`src/rtl/key_debounce_pkg.sv`:
```
// Shared types and constants for the pushbutton debounce/capture block.
package key_debounce_pkg;

  typedef enum logic [1:0] {
    UP,
    WAIT_DOWN,
    DOWN,
    WAIT_UP
  } kstate_t;

  localparam int SYNC_STAGES       = 2;
  localparam int DB_CYCLES_DEFAULT = 500000;

endpackage

```
`src/rtl/key_debounce_ch.sv`:
```
// One pushbutton channel: synchroniser, debounce FSM with stability counter,
// and registered level / press / release outputs.
module key_debounce_ch
  import key_debounce_pkg::*;
#(
  parameter int DB_CYCLES = DB_CYCLES_DEFAULT
) (
  input  logic clk,
  input  logic reset_n,
  input  logic key_raw_i,
  output logic level_o,
  output logic press_o,
  output logic release_o
);

  localparam int CNT_W = $clog2(DB_CYCLES + 1);
  localparam logic [CNT_W-1:0] CNT_LAST = CNT_W'(DB_CYCLES - 1);

  logic [SYNC_STAGES-1:0] sync_q;
  logic                   key_s;
  kstate_t                state_q;
  logic [CNT_W-1:0]       cnt_q;
  logic                   level_q;
  logic                   press_q;
  logic                   release_q;

  // Presetting to 1 keeps a released key from looking pressed after reset.
  always_ff @(posedge clk or negedge reset_n) begin
    if (!reset_n) begin
      sync_q <= '1;
    end else begin
      sync_q <= {sync_q[SYNC_STAGES-2:0], key_raw_i};
    end
  end

  assign key_s = ~sync_q[SYNC_STAGES-1];

  // Pulses are derived from the state one cycle after the transition, so they
  // line up with the level_q edge; a DOWN reached from WAIT_UP (aborted
  // release) already has level_q high and therefore yields no press.
  always_ff @(posedge clk or negedge reset_n) begin
    if (!reset_n) begin
      state_q   <= UP;
      cnt_q     <= '0;
      level_q   <= 1'b0;
      press_q   <= 1'b0;
      release_q <= 1'b0;
    end else begin
      level_q   <= (state_q == DOWN) || (state_q == WAIT_UP);
      press_q   <= (state_q == DOWN) && !level_q;
      release_q <= (state_q == UP) && level_q;
      case (state_q)
        UP: begin
          if (key_s) begin
            state_q <= WAIT_DOWN;
            cnt_q   <= CNT_W'(1);
          end
        end
        WAIT_DOWN: begin
          if (!key_s) begin
            state_q <= UP;
            cnt_q   <= '0;
          end else if (cnt_q == CNT_LAST) begin
            state_q <= DOWN;
            cnt_q   <= '0;
          end else begin
            cnt_q <= cnt_q + CNT_W'(1);
          end
        end
        DOWN: begin
          if (!key_s) begin
            state_q <= WAIT_UP;
            cnt_q   <= CNT_W'(1);
          end
        end
        WAIT_UP: begin
          if (key_s) begin
            state_q <= DOWN;
            cnt_q   <= '0;
          end else if (cnt_q == CNT_LAST) begin
            state_q <= UP;
            cnt_q   <= '0;
          end else begin
            cnt_q <= cnt_q + CNT_W'(1);
          end
        end
        default: begin
          state_q <= UP;
          cnt_q   <= '0;
        end
      endcase
    end
  end

  assign level_o   = level_q;
  assign press_o   = press_q;
  assign release_o = release_q;

endmodule

```
`src/rtl/key_debounce_capture.sv`:
```
// Debounces the active-low board pushbuttons and keeps sticky press flags
// with write-1-to-clear for the pushbutton PIO.
module key_debounce_capture
  import key_debounce_pkg::*;
#(
  parameter int N_KEYS    = 4,
  parameter int DB_CYCLES = DB_CYCLES_DEFAULT
) (
  input  logic              clk,
  input  logic              reset_n,
  input  logic [N_KEYS-1:0] key_raw,
  output logic [N_KEYS-1:0] key_level,
  output logic [N_KEYS-1:0] key_press,
  output logic [N_KEYS-1:0] key_release,
  output logic [N_KEYS-1:0] edge_capture,
  input  logic [N_KEYS-1:0] edge_clear
);

  logic [N_KEYS-1:0] ecap_q;
  logic [N_KEYS-1:0] ecap_d;

  for (genvar g = 0; g < N_KEYS; g++) begin : g_ch
    key_debounce_ch #(
      .DB_CYCLES(DB_CYCLES)
    ) u_ch (
      .clk      (clk),
      .reset_n  (reset_n),
      .key_raw_i(key_raw[g]),
      .level_o  (key_level[g]),
      .press_o  (key_press[g]),
      .release_o(key_release[g])
    );
  end

  // A press arriving in the same cycle as a clear must not be lost.
  always_comb begin
    ecap_d = (ecap_q & ~edge_clear) | key_press;
  end

  always_ff @(posedge clk or negedge reset_n) begin
    if (!reset_n) begin
      ecap_q <= '0;
    end else begin
      ecap_q <= ecap_d;
    end
  end

  assign edge_capture = ecap_q;

endmodule

```
`config.mk`:
```
export PLATFORM = sky130hd
export DESIGN_NAME = key_debounce_capture
export DESIGN_NICKNAME = d
export VERILOG_FILES = /design/src/rtl/key_debounce_pkg.sv /design/src/rtl/key_debounce_ch.sv /design/src/rtl/key_debounce_capture.sv
export SDC_FILE = /design/constraint.sdc
export NUM_CORES = 1
export LEC_CHECK = 0
export CELL_PAD_IN_SITES_DETAIL_PLACEMENT = 1
export CELL_PAD_IN_SITES_GLOBAL_PLACEMENT = 1
export CORE_MARGIN = 2
export CORE_UTILIZATION = 43
export DETAILED_ROUTE_END_ITERATION = 6
export PLACE_DENSITY = 0.76
export SLEW_MARGIN = 10
export SYNTH_ARGS = -nofsm -noshare
export SYNTH_HDL_FRONTEND = slang
export SYNTH_SLANG_ARGS = --single-unit
```
`constraint.sdc`:
```
create_clock -name clk -period 1.9 [get_ports clk]
set_clock_uncertainty 0.05 [all_clocks]
set_input_delay 0.38 -clock clk [delete_from_list [all_inputs] [get_ports clk]]
set_output_delay 0.38 -clock clk [all_outputs]
set_load 0.02 [all_outputs]
```
After elaboration in Yosys (flattened, before gate mapping)
Cells that the tools add are included.
{"block": "totals", "output_inout_bits": 16, "word_cells": 144, "regBits": 108, "inputBits": 10}
{"block": "op_classes", "bitwise_logic": 3, "addsub": 4, "n_reduce_logical": 28, "n_eq_ne": 32, "muxes": 52}
{"cell": "19-bit two-way mux", "count": 20}
{"cell": "19-bit case mux with 4 select lines", "count": 4}
{"cell": "19-bit by 1-bit adder with 19-bit output (second input constant)", "count": 4}
{"cell": "19-bit == test (second input constant)", "count": 4}
{"cell": "2-bit two-way mux", "count": 24}
{"cell": "2-bit case mux with 4 select lines", "count": 4}
{"cell": "2-bit == test (second input constant)", "count": 8}
{"cell": "4-bit AND reduction", "count": 4}
{"cell": "3-bit by 1-bit inequality test with 1-bit output (second input constant)", "count": 4}
{"cell": "3-bit inequality test (second input constant)", "count": 4}
{"cell": "2-bit by 1-bit == test with 1-bit output (second input constant)", "count": 4}
{"cell": "1-bit logical AND", "count": 8}
{"cell": "2-bit zero test", "count": 4}
{"cell": "2-bit by 1-bit inequality test with 1-bit output (second input constant)", "count": 4}
{"cell": "2-bit inequality test (second input constant)", "count": 4}
{"cell": "2-bit AND reduction", "count": 4}
{"cell": "4-bit AND", "count": 1}
{"cell": "1-bit zero test", "count": 4}
{"cell": "1-bit logical OR", "count": 4}
{"cell": "4-bit NOT", "count": 1}
{"cell": "4-bit bitwise OR", "count": 1}

Depth between registers and ports, before layout
{"block": "logic_depth", "word_depth": 4, "ltp_mapped": 7, "ltp_nobuf": 6}

Modules after synthesis
A second synthesis with hierarchy kept.
{"block": "unflattened", "hier_cells": 574, "hier_area_um2": 5489.0}
{"mod": "key_debounce_ch (g_ch[0].u_ch ...)", "area_per_inst_um2": 1321.3, "seq_area_each_um2": 653.1, "n_inst": 3, "cells_per_inst": 138}
{"mod": "key_debounce_ch (g_ch[3].u_ch)", "area_per_inst_um2": 1380.1, "seq_area_each_um2": 653.1, "n_inst": 1, "cells_per_inst": 148}
{"mod": "key_debounce_capture", "area_per_inst_um2": 145.1, "seq_area_each_um2": 100.1, "n_inst": 1, "cells_per_inst": 12}

Worst setup path before layout
Ideal clock, no wire load.
{"block": "synth_path", "path_kind": "flip-flop to flip-flop", "start": "register g_ch[2].u_ch.cnt_q[9]", "end": "register g_ch[2].u_ch.cnt_q[11]", "path_buffers": 1, "required_ps": 1729, "slack_ps": -93, "path_stages_with_launch": 7, "arrival_time_ps": 1822, "path_cell_list": "dfrtp_1 buf_6 or4b_4 nor4_4 a21o_2 o21ai_2 a22o_1"}
{"block": "synth_via", "elab_chain_cells": 4, "word_cells_on_any_way": 6}
{"item": "from (decl)", "line": "key_debounce_ch.sv:22", "rtl": "logic [CNT_W-1:0] cnt_q;"}
{"item": "from (signal assigned)", "line": "key_debounce_ch.sv:67", "rtl": "cnt_q <= cnt_q + CNT_W'(1);"}
{"item": "from (signal assigned)", "line": "key_debounce_ch.sv:84", "rtl": "cnt_q <= cnt_q + CNT_W'(1);"}
{"item": "19-bit by 1-bit adder with 19-bit output / 19-bit == test (equally long branches)"}
{"item": "19-bit two-way mux (*)", "line": "key_debounce_ch.sv:63, key_debounce_ch.sv:80"}
{"item": "19-bit two-way mux (on tied branches)", "line": "key_debounce_ch.sv:77, key_debounce_ch.sv:60"}
{"item": "19-bit case mux with 4 select lines (*)", "line": "key_debounce_ch.sv:52", "rtl": "case (state_q)"}
Mark *: on every way between the ends. The rest lies on a longest branch, timed or not.
A chain may end at the register's enable or synchronous reset.

Final worst setup path
{"block": "layout_path", "start": "register g_ch[1].u_ch.cnt_q[6]", "end": "register g_ch[1].u_ch.cnt_q[2]"}
{"block": "layout_via", "elab_chain_cells": 4, "word_cells_on_any_way": 5}
{"item": "from (decl)", "line": "key_debounce_ch.sv:22"}
{"item": "from (signal assigned)", "line": "key_debounce_ch.sv:67"}
{"item": "from (signal assigned)", "line": "key_debounce_ch.sv:84"}
{"item": "19-bit == test (*)", "line": "key_debounce_ch.sv:63, key_debounce_ch.sv:80"}
{"item": "19-bit two-way mux (*)", "line": "key_debounce_ch.sv:63, key_debounce_ch.sv:80"}
{"item": "19-bit two-way mux (on tied branches)", "line": "key_debounce_ch.sv:77, key_debounce_ch.sv:60"}
{"item": "19-bit case mux with 4 select lines (*)", "line": "key_debounce_ch.sv:52"}
Marked as above.

==> run metrics <==
largest net degree at the start of global routing 37; Die ar. 0.0140 mm^2; synth-to-layout area growth 36.5%; hpwl dp 10.9 mm; initial antenna violation count 0; final setup fails 51; RSZ-0062 raised after global routing yes; total nets after synthesis 602; # DRC 0; Post-Syn Area 0.00561 mm^2; routability cong. 0.875; Layout Nets 719; total power 8.02 mW; Starting Density 0.443; CP Capture Type flip-flop; top-area cell type share of the netlist area 0.446; Final Routed Wirelength 18.4 mm; largest area contributor in the synthesized netlist dfrtp_1; Inserted Diodes 0; Die Span X 118 um; Final period util 1.09; post-route minimum period 2.08 ns; fin util 0.605; Top FF cell, synth dfrtp_1; Max-slew headroom 0.540; clock-pin slew on the worst setup and hold paths 0.08 ns; VDD IR max 0.521 mV; status complete, but fails checks; vias in the first global route 5475; Crit path arrival time 2.27 ns; Num CTS Buffers 9; Final Non-Filler Cells 882; Synth async-reset ratio 1.00; maximum buffer depth of the clock tree 2; Clock Sinks 108; row cnt 41; initial drt markers 319; Yosys cell types 63; FF-to-FF path depth 6; Max FO, Critical Path 6; placed cells 832; HP Class flip-flop to flip-flop; Leak 3.36 nW; fraction of layout cells with a size suffix above 1 0.348; grt ovf 0; Vias 5255; commonest non-fill, non-tap cells in the layout dfrtp_1, buf_4, nand2_1, nand3_1, a21oi_2; Worst-Margin Slew 0.689 ns; number of flops mapped to enable cells by yosys 0; Max Cap Viol 0; CTS tree done; Post-Synthesis Cells 588; register area share after synthesis 0.483; Final WS setup -0.176 ns; Core Footprint 0.0127 mm^2; fmax 482 MHz; hold_sp g_ch[1].u_ch.sync_q[0]; R2R setup slack -0.18 ns; Hold EP g_ch[1].u_ch.sync_q[1]; Worst Path Required 2.10 ns; Clock Latency Late Sink 0.36 ns; Reg-to-Reg Start g_ch[1].u_ch.cnt_q[6]; Worst Setup Path Type flip-flop to flip-flop; post-route ant nets 0; commonest non-fill, non-tap cell in the layout dfrtp_1; routed len/inst 20.9 um; Hold Violations, Final 0; Hold WS 0.297 ns; power density over the cells 1050 mW/mm^2; Setup crit start kind flip-flop; gr usage total 0.245; syn_area_per_cell 9.54 um^2; drt via density 5.96; Ys Warns 0; I/O pins 26; root buffer cell clkbuf_16; failing checks negative setup slack; Final Max Slew Viols 0; First-pass DRT Iterations 5; Chip Height 118 um; Place WS -0.226 ns; Reg-to-Reg End g_ch[1].u_ch.cnt_q[2]; global-route wire length before repair 27.7 mm; H-Tree Depth 3; Hold Path Depth 0; I/O Buffers 25; synth top area cells dfrtp_1, nand3_1, nand2_1, dfstp_2, a21oi_1; Seq cells post-synth 108
==> Yosys cell counts, drive strengths merged (5+ instances only) <==
cell,count
a31oi,11
mux2i,10
or3,19
or4b,5
nor3,13
nand2,60
dfstp,8
o21ai,35
clkbuf,16
inv,23
and3,8
buf,20
nand4,18
a22o,7
o21a,6
a21o,22
and2,9
xnor2,7
nor3b,10
nand3,46
a21oi,40
dfrtp,100
nor2,24
nor4,11
or4,7
o211ai,5
==> worst max-delay path, cell delays in order, from the launching register on <==
cell and delay (ns):
dfrtp_1 0.39, or4bb_4 0.57, nor4_4 0.38, a21o_4 0.20, buf_12 0.11, o21ai_2 0.05, a22o_1 0.21
==> layout make-up <==
| class | instances | area, um^2 |
|---|---|---|
| fillers | 1382 | 5010 |
| clock buffers | 14 | 264 |
| repair buffers | 140 | 1230 |
| well taps | 172 | 215 |
| flip-flops and latches | 108 | 2720 |
| multi-input cells | 423 | 3110 |
| inverters | 23 | 86.3 |
| clock inverters | 2 | 35.0 |
==> state kept, by name, summed over array words and instances, names as in the netlist, named ones only <==
name / count
g_ch.u_ch.release_o: 4
g_ch.u_ch.sync_q: 8
g_ch.u_ch.level_o: 4
g_ch.u_ch.state_q: 4
g_ch.u_ch.press_o: 4
g_ch.u_ch.cnt_q: 76
edge_capture: 4
==> worst max path at each step <==
stage               slack [ns]                      to                    from  cells past startpoint
floorplan                -0.07   g_ch[1].u_ch.cnt_q[2]   g_ch[1].u_ch.cnt_q[6]                      6
global placement         -0.15  g_ch[1].u_ch.cnt_q[16]  g_ch[1].u_ch.cnt_q[14]                      5
detailed placement       -0.23  g_ch[1].u_ch.cnt_q[16]  g_ch[1].u_ch.cnt_q[14]                      5
CTS                      -0.13   g_ch[1].u_ch.cnt_q[2]  g_ch[1].u_ch.cnt_q[11]                      6
global route             -0.24   g_ch[1].u_ch.cnt_q[2]   g_ch[1].u_ch.cnt_q[6]                      6
finish                   -0.18   g_ch[1].u_ch.cnt_q[2]   g_ch[1].u_ch.cnt_q[6]                      6
==> per-layer routing <==
metal  wire length [um]  track usage  vias up
li1                   -            -     2374
met1               7830        0.316     2753
met2               9680        0.419       97
met3                527       0.0261       31
met4                382       0.0994        0
met5                  0            0        -
==> metrics by stage <==
stage                     cell area, um^2  setup TNS [ns]
after floorplan                      5640          -0.239
after global placement               6550           -1.25
after detailed placement             6550           -3.43
after CTS                            7160           -2.13
after global routing                 7660           -7.46
final                                7660           -3.29
==> cells by family after synthesis <==
| kind of cell | share of synthesized area |
|---|---|
| multiplexers | 0.0178 |
| buffers and inverters | 0.0524 |
| XOR/XNOR | 0.0172 |
| AO/OA/AOI/OAI | 0.168 |
| flip-flops | 0.483 |
| AND/OR/NAND/NOR | 0.252 |
| adder cells (fa/ha/maj) | 0.00892 |
==> power breakdown <==
part / switching (mW) / internal (mW) / leakage (nW) / total (mW)
combinational: 1.73 / 1.43 / 1.78 / 3.16
clock: 0.879 / 1.10 / 0.147 / 1.98
sequential: 0.308 / 2.57 / 1.44 / 2.88
total: 2.92 / 5.10 / 3.36 / 8.02
==> timing repair <==
item	in CTS	in global routing
resized for setup	51	87
buffers inserted	14	15
hold endpoints to repair	21	0
pin swaps	38	44
hold buffers	1	0
cloned	2	2
endpoints found under the setup margin	44	64
Power figures use the tool's default switching activity.
==> RTL edit 1 (config.mk and constraints unchanged) <==
Register the output `key_level`, cleared by the reset; this adds one clock of latency there. The other outputs are not delayed to match.
--- a/src/rtl/key_debounce_capture.sv
+++ b/src/rtl/key_debounce_capture.sv
@@ -17,4 +17,6 @@
 );
 
+  logic [N_KEYS-1:0] key_level_d;
+
   logic [N_KEYS-1:0] ecap_q;
   logic [N_KEYS-1:0] ecap_d;
@@ -27,5 +29,5 @@
       .reset_n  (reset_n),
       .key_raw_i(key_raw[g]),
-      .level_o  (key_level[g]),
+      .level_o  (key_level_d[g]),
       .press_o  (key_press[g]),
       .release_o(key_release[g])
@@ -48,4 +50,12 @@
   assign edge_capture = ecap_q;
 
+  always_ff @(posedge clk or negedge reset_n) begin
+    if (!reset_n) begin
+      key_level <= '0;
+    end else begin
+      key_level <= key_level_d;
+    end
+  end
+
 endmodule
 
Function: no difference found for any inputs over 10 cycles, from zero or initial values and one cycle with reset_n low; that may be too few to reach the edited logic, so the function may still have changed.
==> RTL edit 1 against the original RTL <==
  * Sequential cell count rose by 4
  * Power down 3.8%
  * Design area down 2.3%
  * Clock power rose by 33%
  * Worst setup slack got worse by 0.013 ns
  * Global-route usage fell by 2.0 points
  * Fmax fell by 0.61%
  * Area after synthesis rose by 2.0%
  * Die area is 1.9% higher
  * First-iteration DRC count up 6.3%
  * Critical endpoint is now g_ch[1].u_ch.cnt_q[8]$_DFFE_PN0P_
  * Routed wire length is 6.0% lower
  * The flow still finishes with violations (setup timing)
  * Core utilization fell by 3.5 points
  * Critical path type unchanged
==> RTL edit 1: results (changes against the original RTL) <==
stage,metric,value,unit,change
timing,finalSetupViolations,19,,was 51
cells_and_area,fillers,1418,,was 1382
synthesis,synth.mux.area_fraction,1.421,%,was 1.784%
outcome,status,finished with violations,,unchanged
timing,relSlewSlack,63.73,%,was 53.99%
drt,routedWlPerCell,20.52,µm,was 20.88 µm
critical_path,slowest_delay,0.41,ns,was 0.57 ns
global_routing,grtUsageMet2,39.55,%,was 41.91%
synthesis,synth-compound-area-share,19.59,%,was 16.84%
timing,layout_setup_ws,-0.1889,ns,was -0.1761 ns
critical_path,critical_path.startpoint,g_ch[1].u_ch.cnt_q[7]$_DFFE_PN0P_,,was g_ch[1].u_ch.cnt_q[6]$_DFFE_PN0P_
cells_and_area,clk_share,5.469,%,was 3.904%
cells_and_area,fin_nets,677,,was 719
cells_and_area,multi_input_area_share,38.37,%,was 40.59%
cells_and_area,final-nonclk-buf-share,14.82,%,was 16.12%
global_routing,grt_pass1_vias,5168,,was 5475
outcome,violations,setup timing,,unchanged
cells_and_area,n_all_buffers,117,,was 140
synthesis,synthTopCellsByArea,"dfrtp_1 (45%), a31oi_1 (5.0%), nand2_1 (3.7%), dfstp_2 (3.7%), nand3_1 (3.7%)",,"was dfrtp_1 (45%), nand3_1 (4.1%), nand2_1 (4.0%), dfstp_2 (3.7%), a21oi_1 (3.4%)"
critical_path,reg2reg_from,g_ch[1].u_ch.cnt_q[7]$_DFFE_PN0P_,,was g_ch[1].u_ch.cnt_q[6]$_DFFE_PN0P_
pwr,cellLeakagePower,3.200,nW,was 3.359 nW
drt,wl_met2,8990,µm,was 9678 µm
synthesis,ys_seq_area_share,49.15,%,was 48.35%
drt,drt-vias-per-instance,6.082,,was 5.958
synthesis,synth_fp_nets,592,,was 602
placement,gp_congestion,0.7827,,was 0.8750
pwr,power.internal,5.324,mW,was 5.102 mW
cells_and_area,n_all_inverters,15,,was 23
cells_and_area,multi_input_cells,408,,was 423
global_routing,grt_max_degree,75,,was 37
synthesis,synth_adder_area_share,0.8745,%,was 0.8921%
synthesis,yosysUniqueCellTypes,65,,was 63
placement,placed_cell_area,6510,µm²,was 6551 µm²
cells_and_area,drive_gt1_share,27.10,%,was 34.79%
timing,hold_slack,0.3018,ns,was 0.2969 ns
drt,wl_met3,609,µm,was 527 µm
drt,drt-initial-drc-count,339,,was 319
critical_path,rr_worst_depth,7,,was 6
synthesis,syn_area_per_cell,9.901,µm²,was 9.541 µm²
pwr,irDropWorstVdd,0.0005557,V,was 0.0005211 V
placement,place_hpwl,10060,µm,was 10920 µm
global_routing,grtUsageMet1,27.84,%,was 31.58%
global_routing,grt_pass1_wl,25540,µm,was 27660 µm
-- RTL edit 1: stage by stage --
step	instances	setup slack, ns	power [mW]
detailed placement	807	-0.1016	4.638
global placement	807	-0.01179	4.517
global route	844	-0.1932	8.056
finish	844	-0.1889	7.714
floorplan	578	0.03277	4.012
CTS	824	-0.007964	7.296
-- RTL edit 1: power by group through the flow --
stage          Clock (mW)  Sequential (mW)  Combinational (mW)
6_report             2.63             2.88                2.21
5_1_grt              2.75             2.92                2.39
4_1_cts              2.65             2.85                1.79
3_5_place_dp            0             2.90                1.74
3_3_place_gp            0             2.87                1.65
2_1_floorplan           0             2.85                1.16
-- RTL edit 1: repair_timing --
item / 4_1_cts / 5_1_grt
hold endpoints to repair: 34 / 0
setup endpoints to repair: 17 / 53
resized for setup: 10 / 50
cloned: 0 / 5
hold buffers: 1 / 0
setup buffers: 0 / 15
pin swaps: 1 / 27
==> RTL edit 2 (config.mk and constraints unchanged) <==
Without the edit above. `DB_CYCLES_DEFAULT`: 500000 -> 250000.
--- a/src/rtl/key_debounce_pkg.sv
+++ b/src/rtl/key_debounce_pkg.sv
@@ -10,5 +10,5 @@
 
   localparam int SYNC_STAGES       = 2;
-  localparam int DB_CYCLES_DEFAULT = 500000;
+  localparam int DB_CYCLES_DEFAULT = 250000;
 
 endpackage
Check against the original RTL: no difference found for any inputs over 10 cycles, from zero or initial values and one cycle with reset_n low; that may be too few to reach the edited logic, so the function may still have changed.
==> RTL edit 2 against the original RTL <==
  * The flow still finishes with violations (setup timing)
  * Sequential share of layout area increased by 2.4 points
  * Worst setup slack improved by 0.13 ns
  * Sequential cell count decreased by 4
  * Routed wire length decreased by 17%
  * Design area decreased by 9.8%
  * Power increased by 6.6%
  * Area after synthesis decreased by 4.4%
  * Critical path type unchanged
  * Critical endpoint is now g_ch[0].u_ch.cnt_q[9]$_DFFE_PN0P_
  * Largest cell class unchanged
  * Highest routed layer unchanged
==> RTL edit 2: results (changes against the original RTL) <==
stage,metric,value,unit,change
global_routing,grt_max_degree,42,,was 37
clock_network,clk_pin_slew,0.06,ns,was 0.08 ns
outcome,violations,setup timing,,unchanged
synthesis,synth_fp_nets,588,,was 602
drt,wirelength,15360,µm,was 18420 µm
synthesis,synth_commonest_cells,"dfrtp_1 (96), o21ai_0 (47), nand2_1 (45)",,"was dfrtp_1 (100), nand2_1 (60), nand3_1 (46)"
global_routing,grtUsageMet2,42.30,%,was 41.91%
critical_path,reg2reg_from,g_ch[0].u_ch.cnt_q[11]$_DFFE_PN0P_,,was g_ch[1].u_ch.cnt_q[6]$_DFFE_PN0P_
timing,layout_setup_ws,-0.04824,ns,was -0.1761 ns
placement,placed_cell_area,6181,µm²,was 6551 µm²
cells_and_area,synthToLayoutAreaGrowth,28.82,%,was 36.53%
synthesis,synthTopCellsByArea,"dfrtp_1 (45%), o21ai_0 (4.4%), dfstp_2 (3.9%), a21oi_1 (3.8%), nand3_1 (3.2%)",,"was dfrtp_1 (45%), nand3_1 (4.1%), nand2_1 (4.0%), dfstp_2 (3.7%), a21oi_1 (3.4%)"
synthesis,postSynthCellCount,574,,was 588
placement,gp_congestion,0.8426,,was 0.8750
timing,setup-tns-final,-0.1339,ns,was -3.291 ns
timing,hold_slack,0.3070,ns,was 0.2969 ns
pwr,irDropWorstVdd,0.0007162,V,was 0.0005211 V
placement,dpl.cell_count,804,,was 832
pwr,cellLeakagePower,2.946,nW,was 3.359 nW
cells_and_area,fillers,1367,,was 1382
timing,finalSetupViolations,8,,was 51
critical_path,slowest_delay,0.40,ns,was 0.57 ns
global_routing,grt_pass1_vias,5299,,was 5475
cells_and_area,top_regs,"g_ch.u_ch.cnt_q x72, g_ch.u_ch.sync_q x8",,"was g_ch.u_ch.cnt_q x76, g_ch.u_ch.sync_q x8"
placement,dp_slack,-0.1283,ns,was -0.2262 ns
drt,routedWlPerCell,18.46,µm,was 20.88 µm
critical_path,crit_arrival,2.14,ns,was 2.27 ns
timing,tightest_slew,0.6310,ns,was 0.6895 ns
pwr,p_sw,3.132,mW,was 2.917 mW
critical_path,critPathTopFamily,compound AO/OA/AOI/OAI gates,,was simple AND/OR/NAND/NOR gates
worst_hold_path,hold_start,g_ch[1].u_ch.sync_q[0]$_DFF_PN1_,,unchanged
critical_path,timing.rr.end,g_ch[0].u_ch.cnt_q[9]$_DFFE_PN0P_,,was g_ch[1].u_ch.cnt_q[2]$_DFFE_PN0P_
global_routing,grt_pass1_wl,25330,µm,was 27660 µm
synthesis,ys_seq_area_share,48.73,%,was 48.35%
outcome,status,finished with violations,,unchanged
global_routing,grtUsageMet1,28.87,%,was 31.58%
drt,drt-initial-drc-count,300,,was 319
cells_and_area,drive_gt1_share,26.20,%,was 34.79%
global_routing,use_met3,5.021,%,was 2.606%
critical_path,rr_worst_depth,7,,was 6
clock_network,cts_buffer_depth,2,,unchanged
global_routing,antenna_found_initial,0,,unchanged
critical_path,critPathMaxFanout,9,,was 6
synthesis,yosysUniqueCellTypes,64,,was 63
RTL edit 2: worst max path at each step:
stage	from	end	slack [ns]	depth (start not counted)
final	g_ch[0].u_ch.cnt_q[11]$_DFFE_PN0P_	g_ch[0].u_ch.cnt_q[9]$_DFFE_PN0P_	-0.05	7
after detailed placement	g_ch[2].u_ch.cnt_q[10]$_DFFE_PN0P_	g_ch[2].u_ch.cnt_q[13]$_DFFE_PN0P_	-0.13	5
after CTS	g_ch[0].u_ch.cnt_q[11]$_DFFE_PN0P_	g_ch[0].u_ch.cnt_q[16]$_DFFE_PN0P_	-0.04	6
after floorplan	g_ch[2].u_ch.cnt_q[10]$_DFFE_PN0P_	g_ch[2].u_ch.cnt_q[11]$_DFFE_PN0P_	0.03	5
after global routing	g_ch[0].u_ch.cnt_q[11]$_DFFE_PN0P_	g_ch[0].u_ch.cnt_q[9]$_DFFE_PN0P_	-0.14	7
after global placement	g_ch[2].u_ch.cnt_q[10]$_DFFE_PN0P_	g_ch[2].u_ch.cnt_q[13]$_DFFE_PN0P_	-0.07	5
RTL edit 2: routing by layer:
metal,vias up,part of all wire (%),routed length (µm)
met5,-,0,0
met4,0,1.5,238
met3,22,2.5,381
met2,67,53,8158
met1,2451,43,6583
li1,2254,-,-
RTL edit 2: logic make-up after synthesis:
group           Yosys count  share of synthesized area (%)
compound gates          155                          18.67
xor+xnor                  4                         0.6534
fa+ha+maj                 4                         0.9335
buf+inv                  66                          6.044
flops                   104                          48.73
mux                       2                         0.3734
simple gates            239                          24.60
RTL edit 2: power by group through the flow:
stage                     Sequential, mW  Clock (mW)  Combinational, mW
final                               2.89        2.20               3.46
after global placement              2.85           0               2.90
after floorplan                     2.83           0               1.93
after global routing                2.93        2.33               3.76
after CTS                           2.85        2.25               3.19
after detailed placement            2.89           0               3.05
RTL edit 2: layout make-up:
type | count | area share (%)
clock buffer | 11 | 3.659
clock inverter | 5 | 1.486
inverter | 30 | 1.630
multi-input combinational | 405 | 38.70
sequential | 104 | 37.88
tap | 168 | 3.043
timing repair buffer | 109 | 13.61
RTL edit 2: timing repair:
item                       4_1_cts  5_1_grt
resized for setup               18       55
hold buffers                     1        0
pin swaps                        5       15
hold endpoints to repair        21        0
setup buffers                    2        8
setup endpoints to repair       39       58
gates cloned                     1        0
